File: src/rtl/seq_contador_hex.sv
// seq_contador_hex: triangle-sweep sequencer for a 4-bit hex count.
// Sweeps 0 -> top -> 0 with a dwell at each end, repeated reps times
// (0 = until abort), stepping once per prescaler tick.
// Optional build macro SEQ_CONTADOR_IRQ_EN adds a sticky irq flag with
// an irq_clr input.
module seq_contador_hex #(
  parameter int PRESC_W = 8,
  parameter int DWELL_W = 4
) (
  input  logic               clk,
  input  logic               rst_n,
  input  logic               start,
  input  logic               abort,
  input  logic [3:0]         top,
  input  logic [3:0]         reps,
  input  logic [DWELL_W-1:0] dwell,
  input  logic [PRESC_W-1:0] presc,
  output logic [3:0]         q,
  output logic               dir,
  output logic               busy,
  output logic               done,
  output logic [3:0]         rep_cnt
`ifdef SEQ_CONTADOR_IRQ_EN
  ,
  output logic               irq,
  input  logic               irq_clr
`endif
);

  typedef enum logic [2:0] {
    S_IDLE,
    S_UP,
    S_HOLD_TOP,
    S_DOWN,
    S_HOLD_BOT,
    S_DONE
  } state_t;

  state_t             state;
  logic [3:0]         top_l;
  logic [3:0]         reps_l;
  logic [DWELL_W-1:0] dwell_l;
  logic [PRESC_W-1:0] presc_l;
  logic [PRESC_W-1:0] psc;
  logic [DWELL_W-1:0] dwell_cnt;
  logic               tick;

  // Step strobe: prescaler has reached the latched reload value while running
  always_comb begin
    tick = busy && (psc == presc_l);
  end

  // Sequencer: state, count, direction, repetition and prescaler registers
  always_ff @(posedge clk or negedge rst_n) begin
    if (!rst_n) begin
      state     <= S_IDLE;
      q         <= '0;
      dir       <= 1'b0;
      busy      <= 1'b0;
      done      <= 1'b0;
      rep_cnt   <= '0;
      psc       <= '0;
      dwell_cnt <= '0;
      top_l     <= '0;
      reps_l    <= '0;
      dwell_l   <= '0;
      presc_l   <= '0;
    end else begin
      done <= 1'b0;
      if (busy) begin
        psc <= tick ? '0 : psc + 1'b1;
      end
      if (abort) begin
        state <= S_IDLE;
        q     <= '0;
        dir   <= 1'b0;
        busy  <= 1'b0;
        psc   <= '0;
      end else begin
        case (state)
          S_IDLE, S_DONE: begin
            if (start) begin
              top_l   <= top;
              reps_l  <= reps;
              dwell_l <= dwell;
              presc_l <= presc;
              q       <= '0;
              rep_cnt <= '0;
              psc     <= '0;
              dir     <= 1'b0;
              if (top == 4'd0) begin
                state <= S_DONE;
                done  <= 1'b1;
                busy  <= 1'b0;
              end else begin
                state <= S_UP;
                busy  <= 1'b1;
              end
            end
          end
          S_UP: begin
            if (tick) begin
              q <= q + 4'd1;
              if (q + 4'd1 == top_l) begin
                state     <= S_HOLD_TOP;
                dwell_cnt <= dwell_l;
              end
            end
          end
          S_HOLD_TOP: begin
            if (tick) begin
              if (dwell_cnt == '0) begin
                dir   <= 1'b1;
                state <= S_DOWN;
              end else begin
                dwell_cnt <= dwell_cnt - 1'b1;
              end
            end
          end
          S_DOWN: begin
            if (tick) begin
              q <= q - 4'd1;
              if (q - 4'd1 == 4'd0) begin
                state     <= S_HOLD_BOT;
                dwell_cnt <= dwell_l;
              end
            end
          end
          S_HOLD_BOT: begin
            if (tick) begin
              if (dwell_cnt == '0) begin
                rep_cnt <= rep_cnt + 4'd1;
                dir     <= 1'b0;
                if ((reps_l != 4'd0) && (rep_cnt + 4'd1 == reps_l)) begin
                  state <= S_DONE;
                  done  <= 1'b1;
                  busy  <= 1'b0;
                end else begin
                  state <= S_UP;
                end
              end else begin
                dwell_cnt <= dwell_cnt - 1'b1;
              end
            end
          end
          default: begin
            state <= S_IDLE;
            busy  <= 1'b0;
          end
        endcase
      end
    end
  end

`ifdef SEQ_CONTADOR_IRQ_EN
  // Sticky completion flag; a new completion beats a simultaneous clear
  always_ff @(posedge clk or negedge rst_n) begin
    if (!rst_n) begin
      irq <= 1'b0;
    end else if (done) begin
      irq <= 1'b1;
    end else if (irq_clr) begin
      irq <= 1'b0;
    end
  end
`endif

endmodule

File: config.mk
export PLATFORM = sky130hd
export DESIGN_NAME = seq_contador_hex
export DESIGN_NICKNAME = d
export VERILOG_FILES = /design/src/rtl/seq_contador_hex.sv
export SDC_FILE = /design/constraint.sdc
export NUM_CORES = 1
export LEC_CHECK = 0
export ABC_AREA = 1
export CORE_UTILIZATION = 30
export DETAILED_ROUTE_END_ITERATION = 12
export PLACE_DENSITY = 0.53
export SETUP_SLACK_MARGIN = 0.02
export SLEW_MARGIN = 15
export SYNTH_ARGS = -nofsm -noshare
export SYNTH_HDL_FRONTEND = slang
export SYNTH_SLANG_ARGS = --single-unit
File: constraint.sdc
create_clock -name clk -period 6 [get_ports clk]
set_clock_uncertainty 0.2 [all_clocks]
set_input_delay 1.8 -clock clk [delete_from_list [all_inputs] [get_ports clk]]
set_output_delay 1.8 -clock clk [all_outputs]
set_load 0.03 [all_outputs]
==> out/qor.txt <==
status -> finished, final reports clean
Worst-Skew Late Latency -> 0.30 ns
Post-CTS Setup Repair Bufs -> 0
crit path kind -> in -> reg
Avg Cell Area, Syn -> 7.31 um2
detailed placer's ending HPWL -> 4.94 mm
post_cts resized -> 0
Startpoint Class -> input pin
cts bufs inserted -> 5
DIE AREA -> 0.00985 mm2
fin crit period -> 3.61 ns
clock-pin slew on the worst setup and hold paths -> 0.09 ns
Die X-Extent -> 99.2 um
Max-slew headroom -> 59.0%
share of the synthesized area in the top cell type -> 40.6%
Iteration-0 DRC Markers -> 90
Fin Setup TNS -> 0 ns
Worst-Margin Slew -> 0.609 ns
worst hold slack -> 0.312 ns
area added between synthesis and finish -> 19.3%
mapped cell area -> 0.00284 mm2
gr ovfl total -> 0
sequential element share of the synthesized area -> 40.6%
NumNets Final -> 454
maximum VDD drop -> 120 uV
number of global-route vias before repair -> 2416
Starting Density -> 30.8%
WP data required -> 6.00 ns
P per Cell Area -> 349 mW/mm2
Vias per Instance -> 4.69
post-layout util -> 36.8%
Residual DRC -> 0
RSZ-0062 raised after global routing -> false
CTS max path bufs -> 2
cell taking the most area after synthesis -> dfrtp_1
antenna violations before repair -> 0
syn nets -> 418
Synth Register Bits -> 46
Final Setup Violations -> 0
footprint of the multi-input gates -> 0.00142 mm2
Max Freq -> 0.277 GHz
Final Hold Fails -> 0
largest net degree at the start of global routing -> 47
Final period util -> 60.2%
H-tree depth -> 2
synth unique cells -> 35
fillcell total -> 981
row count -> 35
post-route ant nets -> 0
Sink Count -> 46
Total Wirelength -> 6.47 mm
count of final max-slew check failures -> 0
CTS tree -> built
DR pass1 iterations -> 4
cell count after synthesis -> 388
commonest cells after routing, fill and taps aside -> nand2_1 (111), inv_1 (53), dfrtp_1 (46)
most common cell after layout, fill and taps aside -> nand2_1
max-cap viol count -> 0
layout cells sized above 1 -> 8.71%
Synth Warn # -> 0
first-pass GRT wire length -> 11.3 mm
I/O pin count -> 35
clock root buffer -> clkbuf_8
Seq. cell area -> 0.00115 mm2
via count -> 2515
Worst Path Arrival -> 3.61 ns
Hold Path Class -> reg -> reg
largest cells by area after synthesis -> dfrtp_1 (41%), nand2_1 (15%), inv_1 (7.0%)
Worst setup EP type -> flip-flop
die height -> 99.2 um
gpl congestion -> 0.847
Hold-fix buffers, CTS -> 0
GRT Util Overall -> 14.3%
Hold Path Depth -> 1
Reg2Reg Depth -> 12
# diodes -> 0
post-DR wirelength/cell -> 12.1 um
PortBufs -> 34
Leak -> 1.61 nW
Crit Path Max Fanout -> 33
Core Box Area -> 0.00920 mm2
## area by class of cell
| type | instances | area share (%) |
|---|---|---|
| tap | 111 | 4.11 |
| clock inverter | 1 | 0.888 |
| timing repair buffer | 34 | 9.99 |
| inverter | 60 | 6.66 |
| sequential | 46 | 34.0 |
| multi-input combinational | 277 | 42.1 |
| clock buffer | 7 | 2.26 |
## layer usage
| metal | vias to the layer above | GRT usage, % | share of wire [%] | routed length (um) |
|---|---|---|---|---|
| met3 | 11 | 2.53 | 2.9 | 187 |
| met2 | 39 | 23.6 | 47 | 3030 |
| li1 | 1306 | - | - | - |
| met4 | 0 | 5.54 | 2.3 | 150 |
| met1 | 1159 | 18.6 | 48 | 3110 |
| met5 | - | 0 | 0 | 0 |
## final timing paths
path | from | to | slack, ns
max in group asynchronous | rst_n | psc[5]$_DFF_PN0_ | 3.88
min in group asynchronous | rst_n | top_l[2]$_DFFE_PN0P_ | 1.30
min reg2reg | dwell_l[1]$_DFFE_PN0P_ | dwell_l[1]$_DFFE_PN0P_ | 0.31
max | abort | reps_l[1]$_DFFE_PN0P_ | 2.39
max reg2reg | q[0]$_DFFE_PN0P_ | state[1]$_DFFE_PN0P_ | 3.72
min | dwell_l[1]$_DFFE_PN0P_ | dwell_l[1]$_DFFE_PN0P_ | 0.31
## logic make-up after synthesis
family	count (synthesis)	synth area share, %
simple gates	202	31.3
flops	46	40.6
xor+xnor	7	2.16
compound gates	54	10.4
mux	8	3.66
fa+ha+maj	6	2.65
buf+inv	65	9.22
## report_power, final
group	switching [mW]	total [mW]	internal, mW	leakage (nW)
combinational	0.295	0.486	0.191	0.972
sequential	0.0689	0.462	0.393	0.584
clock	0.108	0.233	0.125	0.0524
## cell usage after synthesis
cell,instances
a31oi_1,1
o32ai_1,1
a21oi_1,21
dfrtp_1,46
nor2_4,2
o21ai_0,21
nand2_2,4
a211oi_1,4
xor2_1,3
nand2_4,2
clkbuf_1,1
a21oi_2,1
o21ai_1,2
buf_6,2
ha_1,6
mux2i_1,1
xnor2_1,4
nor3b_1,1
nand3b_1,1
nand2_1,111
nor3_1,4
inv_1,53
nand3_1,22
nand3_2,4
o22ai_1,2
nor2_1,42
mux2_2,3
o21ai_2,1
inv_2,7
and3b_1,1
buf_2,2
nor4_1,1
nor2_2,2
nand4_1,5
mux2_4,4
## sequential cells by signal (all words and copies together) (netlist names)
name / flops
done: 1
busy: 1
psc: 8
rep_cnt: 4
state: 3
presc_l: 8
reps_l: 4
dwell_cnt: 4
q: 4
dir: 1
top_l: 4
dwell_l: 4
## per-stage QoR
step / cells / total power, mW / area [um2] / setup WS [ns]
floorplan: 388 / 0.833 / 2840 / 3.22
global placement: 528 / 0.953 / 3270 / 2.13
detailed placement: 528 / 0.959 / 3270 / 2.07
CTS: 536 / 1.20 / 3380 / 2.40
global route: 536 / 1.29 / 3380 / 2.32
finish: 536 / 1.18 / 3380 / 2.39
## worst max-delay path: stages
cell,delay (ns)
clkdlybuf4s50_1,0.78
inv_1,0.26
nand2_4,0.37
mux2_2,0.38
(Power assumes the default switching activity.)
